$ cat src/rtl/div5_monitor.sv
// Divided-clock monitor: samples t_in on clk, measures period and high time,
// declares lock after consecutive in-spec periods and flags faults.
module div5_monitor #(
  parameter int EXP_PERIOD = 5,
  parameter int EXP_HIGH   = 3,
  parameter int HIGH_TOL   = 1,
  parameter int LOCK_CNT   = 4,
  parameter int TIMEOUT    = 32,
  parameter int CW         = 8
) (
  input  logic          clk,
  input  logic          rst,
  input  logic          en,
  input  logic          t_in,
  output logic [CW-1:0] period,
  output logic [CW-1:0] high_cnt,
  output logic          meas_valid,
  output logic          lock,
  output logic          err,
  output logic [7:0]    err_cnt
);
  localparam int MW = $clog2(LOCK_CNT + 1);

  typedef enum logic [1:0] {IDLE, SEEK, MEASURE, LOCKED} state_t;

  state_t          state, state_d;
  logic            s1, s2, prev, rise;
  logic [CW-1:0]   pcnt, pcnt_d, hcnt, hcnt_d, hdiff;
  logic [CW-1:0]   period_d, high_d;
  logic [MW-1:0]   mcnt, mcnt_d;
  logic            mv_d, match, timeout, fault;
  logic [7:0]      err_cnt_d;

  assign rise    = s2 & ~prev;
  assign hdiff   = (hcnt >= CW'(EXP_HIGH)) ? hcnt - CW'(EXP_HIGH) : CW'(EXP_HIGH) - hcnt;
  assign match   = (pcnt == CW'(EXP_PERIOD)) && (hdiff <= CW'(HIGH_TOL));
  assign timeout = (pcnt == CW'(TIMEOUT)) && !rise;
  assign lock    = (state == LOCKED);

  always_comb begin
    state_d  = state;
    pcnt_d   = pcnt;
    hcnt_d   = hcnt;
    mcnt_d   = mcnt;
    period_d = period;
    high_d   = high_cnt;
    mv_d     = 1'b0;
    fault    = 1'b0;
    if (!en) begin
      state_d = IDLE;
      pcnt_d  = '0;
      hcnt_d  = '0;
      mcnt_d  = '0;
    end else if (state == IDLE) begin
      state_d = SEEK;
    end else begin
      if (rise) begin
        pcnt_d = CW'(1);
        hcnt_d = CW'(1);
      end else begin
        if (pcnt != '1) pcnt_d = pcnt + 1'b1;
        if (s2 && (hcnt != '1)) hcnt_d = hcnt + 1'b1;
      end
      // timeout restarts the period count at 1 so repeats land every TIMEOUT cycles
      if (timeout) begin
        fault   = 1'b1;
        state_d = SEEK;
        pcnt_d  = CW'(1);
        hcnt_d  = '0;
      end else if (rise) begin
        case (state)
          SEEK: begin
            state_d = MEASURE;
            mcnt_d  = '0;
          end
          MEASURE: begin
            period_d = pcnt;
            high_d   = hcnt;
            mv_d     = 1'b1;
            if (match) begin
              mcnt_d = mcnt + 1'b1;
              if (mcnt == MW'(LOCK_CNT - 1)) state_d = LOCKED;
            end else begin
              mcnt_d = '0;
              fault  = 1'b1;
            end
          end
          LOCKED: begin
            period_d = pcnt;
            high_d   = hcnt;
            mv_d     = 1'b1;
            if (!match) begin
              mcnt_d  = '0;
              fault   = 1'b1;
              state_d = MEASURE;
            end
          end
          default: ;
        endcase
      end
    end
    err_cnt_d = (fault && (err_cnt != 8'hFF)) ? err_cnt + 8'd1 : err_cnt;
  end

  always_ff @(posedge clk) begin
    if (rst) begin
      s1         <= 1'b0;
      s2         <= 1'b0;
      prev       <= 1'b0;
      state      <= IDLE;
      pcnt       <= '0;
      hcnt       <= '0;
      mcnt       <= '0;
      period     <= '0;
      high_cnt   <= '0;
      meas_valid <= 1'b0;
      err        <= 1'b0;
      err_cnt    <= '0;
    end else begin
      s1         <= t_in;
      s2         <= s1;
      prev       <= s2;
      state      <= state_d;
      pcnt       <= pcnt_d;
      hcnt       <= hcnt_d;
      mcnt       <= mcnt_d;
      period     <= period_d;
      high_cnt   <= high_d;
      meas_valid <= mv_d;
      err        <= fault;
      err_cnt    <= err_cnt_d;
    end
  end

endmodule
$ cat config.mk
export PLATFORM = sky130hd
export DESIGN_NAME = div5_monitor
export DESIGN_NICKNAME = d
export VERILOG_FILES = /design/src/rtl/div5_monitor.sv
export SDC_FILE = /design/constraint.sdc
export NUM_CORES = 1
export LEC_CHECK = 0
export ABC_AREA = 1
export CAP_MARGIN = 20
export CORE_AREA = 2 2 91 93
export DETAILED_ROUTE_END_ITERATION = 6
export DIE_AREA = 0 0 93 95
export PLACE_DENSITY_LB_ADDON = 0.08
export SYNTH_ARGS = -nofsm -noshare
export SYNTH_HDL_FRONTEND = slang
export SYNTH_SLANG_ARGS = --single-unit
export TNS_END_PERCENT = 1
$ cat constraint.sdc
create_clock -name clk -period 4.6 [get_ports clk]
set_input_delay 0.69 -clock clk [delete_from_list [all_inputs] [get_ports clk]]
set_output_delay 0.69 -clock clk [all_outputs]
set_load 0.005 [all_outputs]
=== Yosys cells after proc, flatten, opt, wreduce, memory -nomap -nowiden ===
Cells that the tools add are included.

* Register bits after elaboration: 50
* Output and inout bits: 27
* Word-level logic and storage cells: 87
* Input bits: 4

* Bitwise operators: 6
* Reductions and logical operators: 21
* Equality and inequality tests: 15
* Muxes and demuxes: 24
* $lt $le $gt $ge: 2
* Add/subtract/negate cells: 6

{| class="wikitable"
|+ Operator list
! operator !! count
|-
| $mux W8 || 7
|-
| $add A8 B1 Y8 const B || 3
|-
| $ne A8 B8 Y1 const B || 3
|-
| $reduce_and A5 Y1 || 4
|-
| $reduce_bool A3 Y1 || 4
|-
| $mux W1 || 10
|-
| $pmux W3 S3 || 1
|-
| $eq A8 B3 Y1 const B || 1
|-
| $eq A8 B6 Y1 const B || 1
|-
| $ge A8 B2 Y1 const B || 1
|-
| $le A8 B1 Y1 const B || 1
|-
| $ne A4 B4 Y1 const B || 2
|-
| $sub A2 B8 Y8 const A || 1
|-
| $sub A8 B2 Y8 const B || 1
|-
| $mux W2 || 3
|-
| $mux W3 || 2
|-
| $ne A2 B2 Y1 const B || 3
|-
| $pmux W2 S3 || 1
|-
| $not A1 Y1 || 5
|-
| $reduce_bool A5 Y1 || 1
|-
| $reduce_or A5 Y1 || 1
|-
| $eq A2 B2 Y1 const B || 2
|-
| $logic_and A1 B1 Y1 || 4
|-
| $ne A4 B2 Y1 const B || 1
|-
| other kinds (9) || 11
|}

=== Depth between registers and ports, before layout ===
* Depth in word-level cells: 11
* Depth in mapped cells: 17
* Mapped depth without buffers: 17

=== Worst setup path after synthesis ===
No wires, ideal clock.

* Path type: flip-flop to flip-flop
* From: register hcnt[2]
* To: register err_cnt[0]
* Arrival: 1.874 ns
* Slack: 2.613 ns
* Clock period less this slack: 1.987 ns
* Library setup time: 0.113 ns
* Required time: 4.487 ns
* Stages on the path, launching flop included: 15
* Path through: dfxtp_1 inv_2 ha_1 nand2_1 nand2_1 o21ai_0 nand3_1 nor2_1 nand4_1 nand2_2 nand2_4 nand3_4 nand2_1 nand2_1 nor2_1

* Longest elaborated chain between the ends: 11

{| class="wikitable"
|+ Ends and longest elaborated chain
! what !! line !! source
|-
| from (decl) || 28 || <nowiki>logic [CW-1:0] pcnt, pcnt_d, hcnt, hcnt_d, hdiff;</nowiki>
|-
| from (signal assigned) || 125 || <nowiki>hcnt <= hcnt_d;</nowiki>
|-
| $sub A2 B8 Y8 (tied with other cells) || 35 || <nowiki>assign hdiff = (hcnt >= CW'(EXP_HIGH)) ? hcnt - CW'(EXP_HIGH) : CW'(EXP_HIGH) - hcnt;</nowiki>
|-
| $mux W8 (*) || 35 ||
|-
| $le A8 B1 Y1 (*) || 36 || <nowiki>assign match = (pcnt == CW'(EXP_PERIOD)) && (hdiff <= CW'(HIGH_TOL));</nowiki>
|-
| $logic_and A1 B1 Y1 (*) || 36 ||
|-
| $mux W1 (*) || 80, 92 ||
|-
| $mux W1 (*) || n/a ||
|-
| $mux W1 (*) || 70 || <nowiki>end else if (rise) begin</nowiki>
|-
| $mux W1 (*) || 65 || <nowiki>if (timeout) begin</nowiki>
|-
| $mux W1 (*) || 54 || <nowiki>end else if (state == IDLE) begin</nowiki>
|-
| $mux W1 (*) || 49 || <nowiki>if (!en) begin</nowiki>
|-
| $logic_and A1 B1 Y1 (*) || 102 || <nowiki>err_cnt_d = (fault && (err_cnt != 8'hFF)) ? err_cnt + 8'd1 : err_cnt;</nowiki>
|-
| to (signal assigned) || 131 || <nowiki>err_cnt <= err_cnt_d;</nowiki>
|-
| to (decl) || 20 || <nowiki>output logic [7:0] err_cnt</nowiki>
|}

Every way passes the cells marked *; elsewhere a longest branch is shown, timed or not.
A chain may end at the register's enable or synchronous reset.

=== Worst setup path after layout ===
* From: input port rst
* To: register hcnt[6]

* Longest elaborated chain between the ends: 1

{| class="wikitable"
|+ Ends and longest elaborated chain
! what !! line !! source
|-
| from (decl) || 12 || <nowiki>input logic rst,</nowiki>
|-
| $reduce_or A2 Y1 (no source line) || n/a ||
|}

No other way between the ends.

==> results_tabular.tex <==
\begin{tabular}{lr}
\hline
Metric & Value \\
\hline
\multicolumn{2}{l}{\textbf{Run status}} \\
Run status & finished, final reports clean \\
\multicolumn{2}{l}{\textbf{Final layout}} \\
Post-layout util & $\sim$40\% \\
Final antenna diode count & 0 \\
Nets@finish & roughly 420 \\
Leading cell type in the layout, fill and taps excluded & nand2\_1 \\
Final standard cell area without fillers & between 3000 and 4000 sq um \\
Layout fillers & 867 \\
Final Instance Count excl. Fillers & $\sim$500 \\
Share of cells above drive strength 1 & 8.11\% \\
Layout-stage area growth over the synthesis result & 19.6\% \\
Top library cells by usage in the layout, fill and taps aside & nand2\_1, dfxtp\_1, nor2\_1 \\
\multicolumn{2}{l}{\textbf{STA}} \\
Setup violation total in the final timing report & 0 \\
Period Utilization, post-route & between 50\% and 60\% \\
Worst slew margin relative to its limit & about two thirds \\
Skew final & roughly 0.011 ns \\
Highest clock rate & roughly 0.4 GHz \\
Unrepaired setup endpoints after global routing & false \\
Setup TNS Final & 0 ns \\
Slew of the pin with the lowest slew margin & about 0.53 ns \\
Final Hold Viols & 0 \\
Post-route minimum period & approximately 2.5 ns \\
Final-report max-slew violation count & 0 \\
\multicolumn{2}{l}{\textbf{Placement}} \\
Placed Cells incl. Taps & $\sim$500 \\
Placer congestion estimate & 0.786 \\
HPWL after detailed placement & 4990 um \\
Placed Area & 3080 sq um \\
Number of input and output port buffers inserted & 30 \\
\multicolumn{2}{l}{\textbf{Synth}} \\
Yosys Warn Count & 0 \\
Post-synth EDFFs & 0 \\
Count of state elements after synthesis & 50 \\
Cell type contributing the most total cell area after synthesis & dfxtp\_1 \\
Synthesized Nets & just under 400 \\
Top post-synthesis cells by area & dfxtp\_1, nand2\_1, a21oi\_1 \\
Sequential share of the synthesized area & between 30\% and 40\% \\
Primary FF master, synth & dfxtp\_1 \\
Cell area after technology mapping & 2650 sq um \\
Count of cell types in the netlist & 34 \\
Post-synth top area share & between 30\% and 40\% \\
Async set-or-reset flop fraction in the synthesized netlist & 0\% \\
Synthesized instance count & 373 \\
Mean Syn Cell Area & about 7.1 sq um \\
\multicolumn{2}{l}{\textbf{Worst hold path}} \\
Tightest Hold Check Type & reg2reg \\
\multicolumn{2}{l}{\textbf{Clock network}} \\
Number of cells upsized or downsized after cts & 0 \\
CTS root buf & clkbuf\_8 \\
Latest clock arrival within the worst-skew pair & between 0.3 and 0.4 ns \\
Post-CTS setup repair buffer count & 0 \\
Clock buffer depth & 2 \\
Hold Buf Count CTS & 0 \\
Clock tree from TritonCTS & built \\
TritonCTS sink count & 50 \\
Total clock buffers created by CTS & 5 \\
Clock-pin slew reported for the worst setup and hold paths after clock tree synthesis & around 0.10 ns \\
CTS H-Tree Depth & 2 \\
\multicolumn{2}{l}{\textbf{Drt}} \\
TritonRoute pass-1 iters & 4 \\
Detailed Route WL & between 6000 and 7000 um \\
Post-detailed-route DRC marker count & 0 \\
Avg WL per Cell & about 13 um \\
Antenna Nets Post-Route & 0 \\
1st-iter DRT viols & 108 \\
Detailed-route via count & 2448 \\
Via density per instance & $\sim$4.8 \\
\multicolumn{2}{l}{\textbf{Setup path}} \\
WP data arrival & 2.74 ns \\
Classification of the worst setup path & in2reg \\
WP data required & just under 5 ns \\
Worst-path fanout max & 14 \\
Kind of start point of the critical path & primary input \\
Kind of end point of the critical path & register \\
\multicolumn{2}{l}{\textbf{Flow run}} \\
Max-cap violations & 0 \\
\multicolumn{2}{l}{\textbf{Global routing}} \\
First-pass GRT wire length & 11200 um \\
Global router's overall resource usage & between 15 and 20\% \\
Vias in the first global route & roughly 2300 \\
Largest net degree at the start of global routing & 33 \\
Total congestion overflow & 0 \\
Number of antenna violations at the first check in global routing & 0 \\
\multicolumn{2}{l}{\textbf{Floorplanning}} \\
Die area & slightly below 9000 sq um \\
Total number of placement rows & 33 \\
Chip Width & 93 um \\
Initial standard-cell utilization of the core & between 30\% and 40\% \\
Floorplan Core Area & around 7900 sq um \\
Chip height & 95 um \\
I/O pin cnt & 31 \\
\multicolumn{2}{l}{\textbf{Power}} \\
Static Leakage & 1.28 nW \\
PnR Total Power & about 0.75 mW \\
Worst vdd rail ir drop & between 0.1 and 0.15 mV \\
Power density over the cells & roughly 240 nW/um\^{}2 \\
\hline
\end{tabular}
[registers in the layout (all words and copies together), names as in the netlist]
signal,cells
err_cnt,8
hcnt,8
high_cnt,8
pcnt,8
period,8
mcnt,3
state,2
err,1
meas_valid,1
prev,1
s1,1
s2,1
[final cells by class]
cell class              instances  area, sq um  area share [%]
multi-input cells             274         1470            46.4
inverters                      44          165            5.21
clock buffers                   7         86.3            2.72
well taps                     105          131            4.14
repair buffers                 31          308            9.70
flip-flops and latches         50         1000            31.6
clock inverters                 1         8.76           0.276
[kinds of logic after synthesis]
logic type / count (synthesis) / synth area share [%]
AND/OR/NAND/NOR: 183 / 32.5
AO/OA/AOI/OAI: 72 / 15.0
flip-flops: 50 / 37.8
buffers and inverters: 49 / 6.94
adder cells (fa/ha/maj): 11 / 5.19
XOR/XNOR: 8 / 2.64
[per-layer routing]
| layer | vias to the layer above | track usage, % | wire length, um |
|---|---|---|---|
| li1 | 1294 | - | - |
| met1 | 1099 | 22.6 | 3400 |
| met2 | 49 | 24.6 | 2850 |
| met3 | 6 | 2.95 | 262 |
| met4 | 0 | 3.68 | 71 |
| met5 | - | 0 | 0 |
[cells in the mapped netlist, types with 4 or more instances]
| cell type | n |
|---|---|
| o21ai_0 | 28 |
| nand2_1 | 77 |
| nand3_1 | 19 |
| a21oi_1 | 35 |
| xnor2_1 | 4 |
| nor2_1 | 46 |
| nor2_2 | 4 |
| nand4_1 | 13 |
| inv_1 | 39 |
| xor2_1 | 4 |
| ha_1 | 11 |
| nor3_1 | 8 |
| inv_2 | 5 |
| clkbuf_1 | 4 |
| dfxtp_1 | 50 |
[power breakdown]
group	switching, mW	leakage [nW]	internal [mW]	total (mW)
registers	0.00236	0.403	0.435	0.438
logic	0.0246	0.831	0.0101	0.0347
clock network	0.156	0.0489	0.125	0.280
[metrics by stage]
step	worst slack, ns	hold slack, ns
after global routing	1.82	0.428
after detailed placement	1.73	0.396
after CTS	2.06	0.413
after global placement	1.77	0.397
after floorplan	2.61	0.388
final	2.11	0.409
[worst max-delay path, stage by stage]
cell and delay, ns:
clkdlybuf4s50_1 0.67, nor2_1 0.43, inv_1 0.19, nor2_2 0.39
inv_1 0.10, nor2_1 0.10, o221a_2 0.17
[worst paths after layout]
kind / from / endpoint / slack (ns) / cells after the start
max: rst / hcnt[6] / 2.11 / 7
min: s1 / s2 / 0.41 / 2
max reg2reg: hcnt[2] / err_cnt[3] / 2.11 / 13
min reg2reg: s1 / s2 / 0.41 / 2
No activity file was read; power rests on OpenSTA's default activity.
